$ cat src/rtl/u_control_mc.sv
// Multi-cycle MIPS control FSM: fetch/decode/exec/mem/wb sequencing.
// Optional retired-instruction counter enabled by U_CONTROL_PERF_EN.
module u_control_mc #(
  parameter int OPC_W   = 6,
  parameter int ALUC_W  = 3,
  parameter int MEM_LAT = 1,
  parameter int CNT_W   = 16
) (
  input  logic              clk,
  input  logic              rst_n,
  input  logic              hold,
  input  logic [OPC_W-1:0]  OpCode,
  output logic              PC_En,
  output logic              IR_En,
  output logic              BR_En,
  output logic [ALUC_W-1:0] AluC,
  output logic              EnW,
  output logic              EnR,
  output logic              Mux1,
  output logic              Mux2,
  output logic              Mux3,
  output logic              Branch,
  output logic              trap,
  output logic [3:0]        state_o
`ifdef U_CONTROL_PERF_EN
  ,
  output logic [CNT_W-1:0]  instr_cnt
`endif
);

  localparam int CW = $clog2(MEM_LAT + 1);
  localparam logic [CW-1:0] LAST = CW'(MEM_LAT - 1);

  localparam logic [OPC_W-1:0] OP_R    = OPC_W'(6'b000000);
  localparam logic [OPC_W-1:0] OP_ADDI = OPC_W'(6'b001000);
  localparam logic [OPC_W-1:0] OP_LW   = OPC_W'(6'b100011);
  localparam logic [OPC_W-1:0] OP_SW   = OPC_W'(6'b101011);
  localparam logic [OPC_W-1:0] OP_BEQ  = OPC_W'(6'b000100);

  localparam logic [ALUC_W-1:0] ALU_R   = ALUC_W'(3'b000);
  localparam logic [ALUC_W-1:0] ALU_ADD = ALUC_W'(3'b010);
  localparam logic [ALUC_W-1:0] ALU_SUB = ALUC_W'(3'b011);

  if (MEM_LAT < 1 || CNT_W < 1) begin : g_param_chk
    $error("u_control_mc: MEM_LAT and CNT_W must be >= 1");
  end

  typedef enum logic [3:0] {
    S_FETCH    = 4'd0,
    S_DECODE   = 4'd1,
    S_EXEC_R   = 4'd2,
    S_EXEC_I   = 4'd3,
    S_WB_ALU   = 4'd4,
    S_MEM_ADDR = 4'd5,
    S_MEM_RD   = 4'd6,
    S_WB_MEM   = 4'd7,
    S_MEM_WR   = 4'd8,
    S_BRANCH   = 4'd9,
    S_TRAP     = 4'd15
  } state_t;

  state_t           state_q, state_d;
  logic [OPC_W-1:0] opc_q, opc_d;
  logic [CW-1:0]    cnt_q, cnt_d;

  always_comb begin
    state_d = state_q;
    opc_d   = opc_q;
    cnt_d   = cnt_q;
    unique case (state_q)
      S_FETCH:  state_d = S_DECODE;
      S_DECODE: begin
        opc_d = OpCode;
        if (OpCode == OP_R)
          state_d = S_EXEC_R;
        else if (OpCode == OP_ADDI)
          state_d = S_EXEC_I;
        else if (OpCode == OP_LW || OpCode == OP_SW)
          state_d = S_MEM_ADDR;
        else if (OpCode == OP_BEQ)
          state_d = S_BRANCH;
        else
          state_d = S_TRAP;
      end
      S_EXEC_R, S_EXEC_I: state_d = S_WB_ALU;
      S_MEM_ADDR: begin
        cnt_d   = '0;
        state_d = (opc_q == OP_LW) ? S_MEM_RD : S_MEM_WR;
      end
      S_MEM_RD, S_MEM_WR: begin
        if (cnt_q == LAST) begin
          cnt_d   = '0;
          state_d = (state_q == S_MEM_RD) ? S_WB_MEM : S_FETCH;
        end else begin
          cnt_d = cnt_q + 1'b1;
        end
      end
      S_WB_ALU, S_WB_MEM, S_BRANCH: state_d = S_FETCH;
      S_TRAP:   state_d = S_TRAP;
      default:  state_d = S_TRAP;
    endcase
    if (hold) begin
      state_d = state_q;
      opc_d   = opc_q;
      cnt_d   = cnt_q;
    end
  end

  always_ff @(posedge clk) begin
    if (!rst_n) begin
      state_q <= S_FETCH;
      opc_q   <= '0;
      cnt_q   <= '0;
    end else begin
      state_q <= state_d;
      opc_q   <= opc_d;
      cnt_q   <= cnt_d;
    end
  end

`ifdef U_CONTROL_PERF_EN
  logic [CNT_W-1:0] icnt_q, icnt_d;
  logic             retire;

  // Only exits from a final phase enter FETCH, so this is retirement.
  always_comb begin
    retire = (state_d == S_FETCH) && (state_q != S_FETCH);
    icnt_d = retire ? icnt_q + 1'b1 : icnt_q;
  end

  always_ff @(posedge clk) begin
    if (!rst_n) icnt_q <= '0;
    else        icnt_q <= icnt_d;
  end

  assign instr_cnt = rst_n ? icnt_q : '0;
`endif

  logic              pc_r, ir_r, br_r, enw_r, enr_r;
  logic              m1_r, m2_r, m3_r, bra_r, trap_r;
  logic [ALUC_W-1:0] aluc_r;

  always_comb begin
    pc_r   = 1'b0;
    ir_r   = 1'b0;
    br_r   = 1'b0;
    enw_r  = 1'b0;
    enr_r  = 1'b0;
    m1_r   = 1'b0;
    m2_r   = 1'b0;
    m3_r   = 1'b0;
    bra_r  = 1'b0;
    trap_r = 1'b0;
    aluc_r = '0;
    unique case (state_q)
      S_FETCH: begin
        pc_r = 1'b1;
        ir_r = 1'b1;
      end
      S_EXEC_R: aluc_r = ALU_R;
      S_EXEC_I: begin
        aluc_r = ALU_ADD;
        m3_r   = 1'b1;
      end
      S_WB_ALU: begin
        br_r   = 1'b1;
        m1_r   = 1'b1;
        m2_r   = (opc_q == OP_R);
        m3_r   = (opc_q != OP_R);
        aluc_r = (opc_q == OP_R) ? ALU_R : ALU_ADD;
      end
      S_MEM_ADDR: begin
        aluc_r = ALU_ADD;
        m3_r   = 1'b1;
      end
      S_MEM_RD: begin
        enr_r  = 1'b1;
        aluc_r = ALU_ADD;
        m3_r   = 1'b1;
      end
      S_WB_MEM: br_r = 1'b1;
      S_MEM_WR: begin
        enw_r  = 1'b1;
        aluc_r = ALU_ADD;
        m3_r   = 1'b1;
      end
      S_BRANCH: begin
        aluc_r = ALU_SUB;
        bra_r  = 1'b1;
      end
      S_TRAP:   trap_r = 1'b1;
      default:  trap_r = 1'b0;
    endcase
  end

  // Reset forces everything low; hold suppresses state-changing strobes.
  always_comb begin
    PC_En   = rst_n & ~hold & pc_r;
    IR_En   = rst_n & ~hold & ir_r;
    BR_En   = rst_n & ~hold & br_r;
    EnW     = rst_n & ~hold & enw_r;
    EnR     = rst_n & enr_r;
    Mux1    = rst_n & m1_r;
    Mux2    = rst_n & m2_r;
    Mux3    = rst_n & m3_r;
    Branch  = rst_n & bra_r;
    trap    = rst_n & trap_r;
    AluC    = rst_n ? aluc_r : '0;
    state_o = rst_n ? state_q : 4'd0;
  end

endmodule

$ cat config.mk
export PLATFORM = sky130hd
export DESIGN_NAME = u_control_mc
export DESIGN_NICKNAME = d
export VERILOG_FILES = /design/src/rtl/u_control_mc.sv
export SDC_FILE = /design/constraint.sdc
export NUM_CORES = 1
export LEC_CHECK = 0
export BUFFER_PORTS_ARGS = -buffer_cell sky130_fd_sc_hd__buf_2
export CELL_PAD_IN_SITES_DETAIL_PLACEMENT = 1
export CELL_PAD_IN_SITES_GLOBAL_PLACEMENT = 2
export CORE_MARGIN = 5
export CORE_UTILIZATION = 30
export CTS_BUF_LIST = sky130_fd_sc_hd__clkbuf_2
export DETAILED_ROUTE_END_ITERATION = 10
export PLACE_DENSITY = 0.86
export SLEW_MARGIN = 30
export SYNTH_ARGS = -nofsm -noshare
export SYNTH_HDL_FRONTEND = slang
export SYNTH_SLANG_ARGS = --single-unit
$ cat constraint.sdc
create_clock -name clk -period 3.6 [get_ports clk]
set_clock_uncertainty 0.05 [all_clocks]
set_input_delay 0.18 -clock clk [delete_from_list [all_inputs] [get_ports clk]]
set_output_delay 0.18 -clock clk [all_outputs]
set_load 0.005 [all_outputs]
==> impl_metrics.yaml <==
worst_setup_path:
  crit_start: "state_q[0]"
  r2r_start: "state_q[0]"
  crit_path_end_kind: "output port"
  critPathKind: "reg2out"
  critPathSlowestCell: "dfxtp_1"
  crit_path_end: "Mux3"
  rrSetupSlack_ps: 1740
  worst_path_largest_cell_delay_ps: 710
  reg2reg_depth: 3
  r2r-end: "state_q[1]"
  path_max_fanout: 17
  start_kind: "flop"
  path_cells: "inv_1 > a311o_1 > a21oi_1 > o21a_1 > buf_2"
  required_ps: 3370
  cp.arrival_ps: 1830
clock_network:
  worstSkewPairLatency_ps: 260
  htree_levels: 1
  post_cts_buffers: 0
  cts_sinks: 10
  cts_inserted_buffers: 3
  clockBufferDepth: 2
  cts.clk_slew.worst_paths_ps: 80
  post_cts_resized: 0
  cts-root-buf: "clkbuf_2"
  cts_hold_buffers: 0
  cts_tree: "done"
routing:
  totalWireLength_um: 2180
  post_drt_via_cell_ratio: 5.34
  final_antenna_net_count: 0
  dr_total_vias: 790
  dr.pass1.iters: 4
  post_drt_wl_per_cell_um: 14.7
  drc: 0
  first_iter_violations: 12
synthesis:
  async_reset_ff_share_pct: 0
  synth.distinct_cells: 34
  synth-edff-count: 0
  synthFlopType: "dfxtp_1"
  synth-seq-cells: 10
  yosysTopAreaCell: "dfxtp_1"
  avgSynthCellArea_um2: 7.57
  yosysTopAreaCellShare_pct: 25.7
  synth_area_um2: 779
  postSynthCellCount: 103
  ys_seq_area_share_pct: 25.7
  synth_area_leaders: "dfxtp_1 (26%), a21boi_0 (6.7%), o21ai_0 (6.4%)"
  syn-num-nets: 112
  yosysWarnings: 0
grt:
  first_global_vias: 776
  grt_pass1_wl_um: 3590
  antenna_found_initial: 0
  grt_max_degree: 18
  grt_overflow: 0
  grt_util_all_layers_pct: 13.1
power_and_ir_drop:
  p_leak_nw: 0.396
  powerDensity_nw_per_um2: 307
  ir_worst_vdd_v: 0.000164
worst_hold_path:
  hp-class: "in2reg"
floorplan:
  dieArea_um2: 3720
  rows: 18
  start_util_pct: 31.5
  fp.dieW_um: 61.0
  pin_count: 26
  fp.dieH_um: 61.0
  core_area_um2: 2480
sta:
  finalSetupViolCount: 0
  fin_setup_tns_ps: 0
  fmax_mhz: 486
  final_hold_viol_count: 0
  slew_violations: 0
  relSlewSlack_pct: 59.7
  rsz0062_at_grt: "no"
  worstMarginPinSlew_ps: 603
  timing.final.crit_share_pct: 57.2
  layout_min_cycle_time_ps: 2060
place:
  dp_cells: 145
  numPortBuffers: 24
  dp.final_hpwl_um: 1630
  placed_area_um2: 862
  place.gp.congestion: 0.707
layout:
  final_nets: 129
  syn_to_final_growth_pct: 12.5
  num_antenna_cells: 0
  layout_commonest_cell: "buf_2"
  instances_no_fill: 148
  fin_area_um2: 877
  most-common-layout-cells: "buf_2 (24), nand2_1 (11), o21ai_0 (10), dfxtp_1 (10), a21boi_0 (7)"
  drive_gt1_share_pct: 27.1
  final_util_pct: 35.4
flow_run:
  max_cap_viol_count: 0
run_status:
  status: "complete, no violations"
## how the worst min path moves through the flow
stage                     startpoint  endpoint  slack [ps]  cells after the start
final                      OpCode[3]  opc_q[3]         140                      3
after detailed placement   OpCode[3]  opc_q[3]         420                      3
after CTS                  OpCode[3]  opc_q[3]         130                      3
after global placement     OpCode[3]  opc_q[3]         410                      3
after global routing       OpCode[5]  opc_q[5]         140                      3
after floorplan            OpCode[1]  opc_q[1]         270                      2
## sequential cells by signal, summed over array words and instances (netlist names)
signal and cells:
opc_q 6, state_q 4
## through the flow
stage / total power, W / hold WS [ps] / setup slack, ps
6_report: 0.000269 / 140 / 1540
5_1_grt: 0.000287 / 142 / 1380
4_1_cts: 0.000273 / 125 / 1560
3_5_place_dp: 0.000211 / 423 / 1780
3_3_place_gp: 0.000208 / 415 / 1830
2_1_floorplan: 0.000191 / 275 / 2000
## kinds of logic (layout without fill, tap and decap cells)
group	after synthesis	after routing	synth area share, %
DFF	10	10	25.7
xor gates and xnor gates	2	2	2.25
and+or+nand+nor	39	39	29.4
other	1	1	0.481
AOI/OAI and AO/OA	33	33	29.7
buffers and inverters	18	33	12.5
## cell usage after synthesis (2+ instances only)
master and number:
nand2_1 11, o21ai_0 10, o21a_1 2, and3_1 4, nor4_1 4, buf_6 2, o211ai_1 2, nor3_1 4
a21oi_1 4, and2_1 3, nor4b_1 2, buf_4 4, a21boi_0 7, xor2_1 2, inv_1 6, dfxtp_1 10
nor2_1 4, clkbuf_1 6
## final cells by class
type                    instances  area [um^2]
clock buffers                   3         15.0
inverters                       6         22.5
fillers                       326         1600
well taps                      30         37.5
flip-flops and latches         10          200
multi-input cells              75          482
repair buffers                 24          120
## per-layer routing
metal  vias to the layer above  global-route usage (%)  part of all wire (%)
met5                         -                       0                     0
met4                         0                    7.43                   2.5
met3                         4                    2.55                   2.9
met2                        11                    20.8                    49
met1                       376                    16.5                    46
li1                        399                       -                     -
## power by group
part,switching (W),internal (W)
Clock,0.0000372,0.0000227
Sequential,0.0000154,0.000118
Combinational,0.0000431,0.0000330
## critical path: cells and delay by family, from the launching register on
kind / cells / cell delay [ps]
flip-flops: 1 / 710
buffers and inverters: 2 / 200
AO/OA/AOI/OAI: 3 / 660
Note: power is estimated with default switching activity, not from simulation.
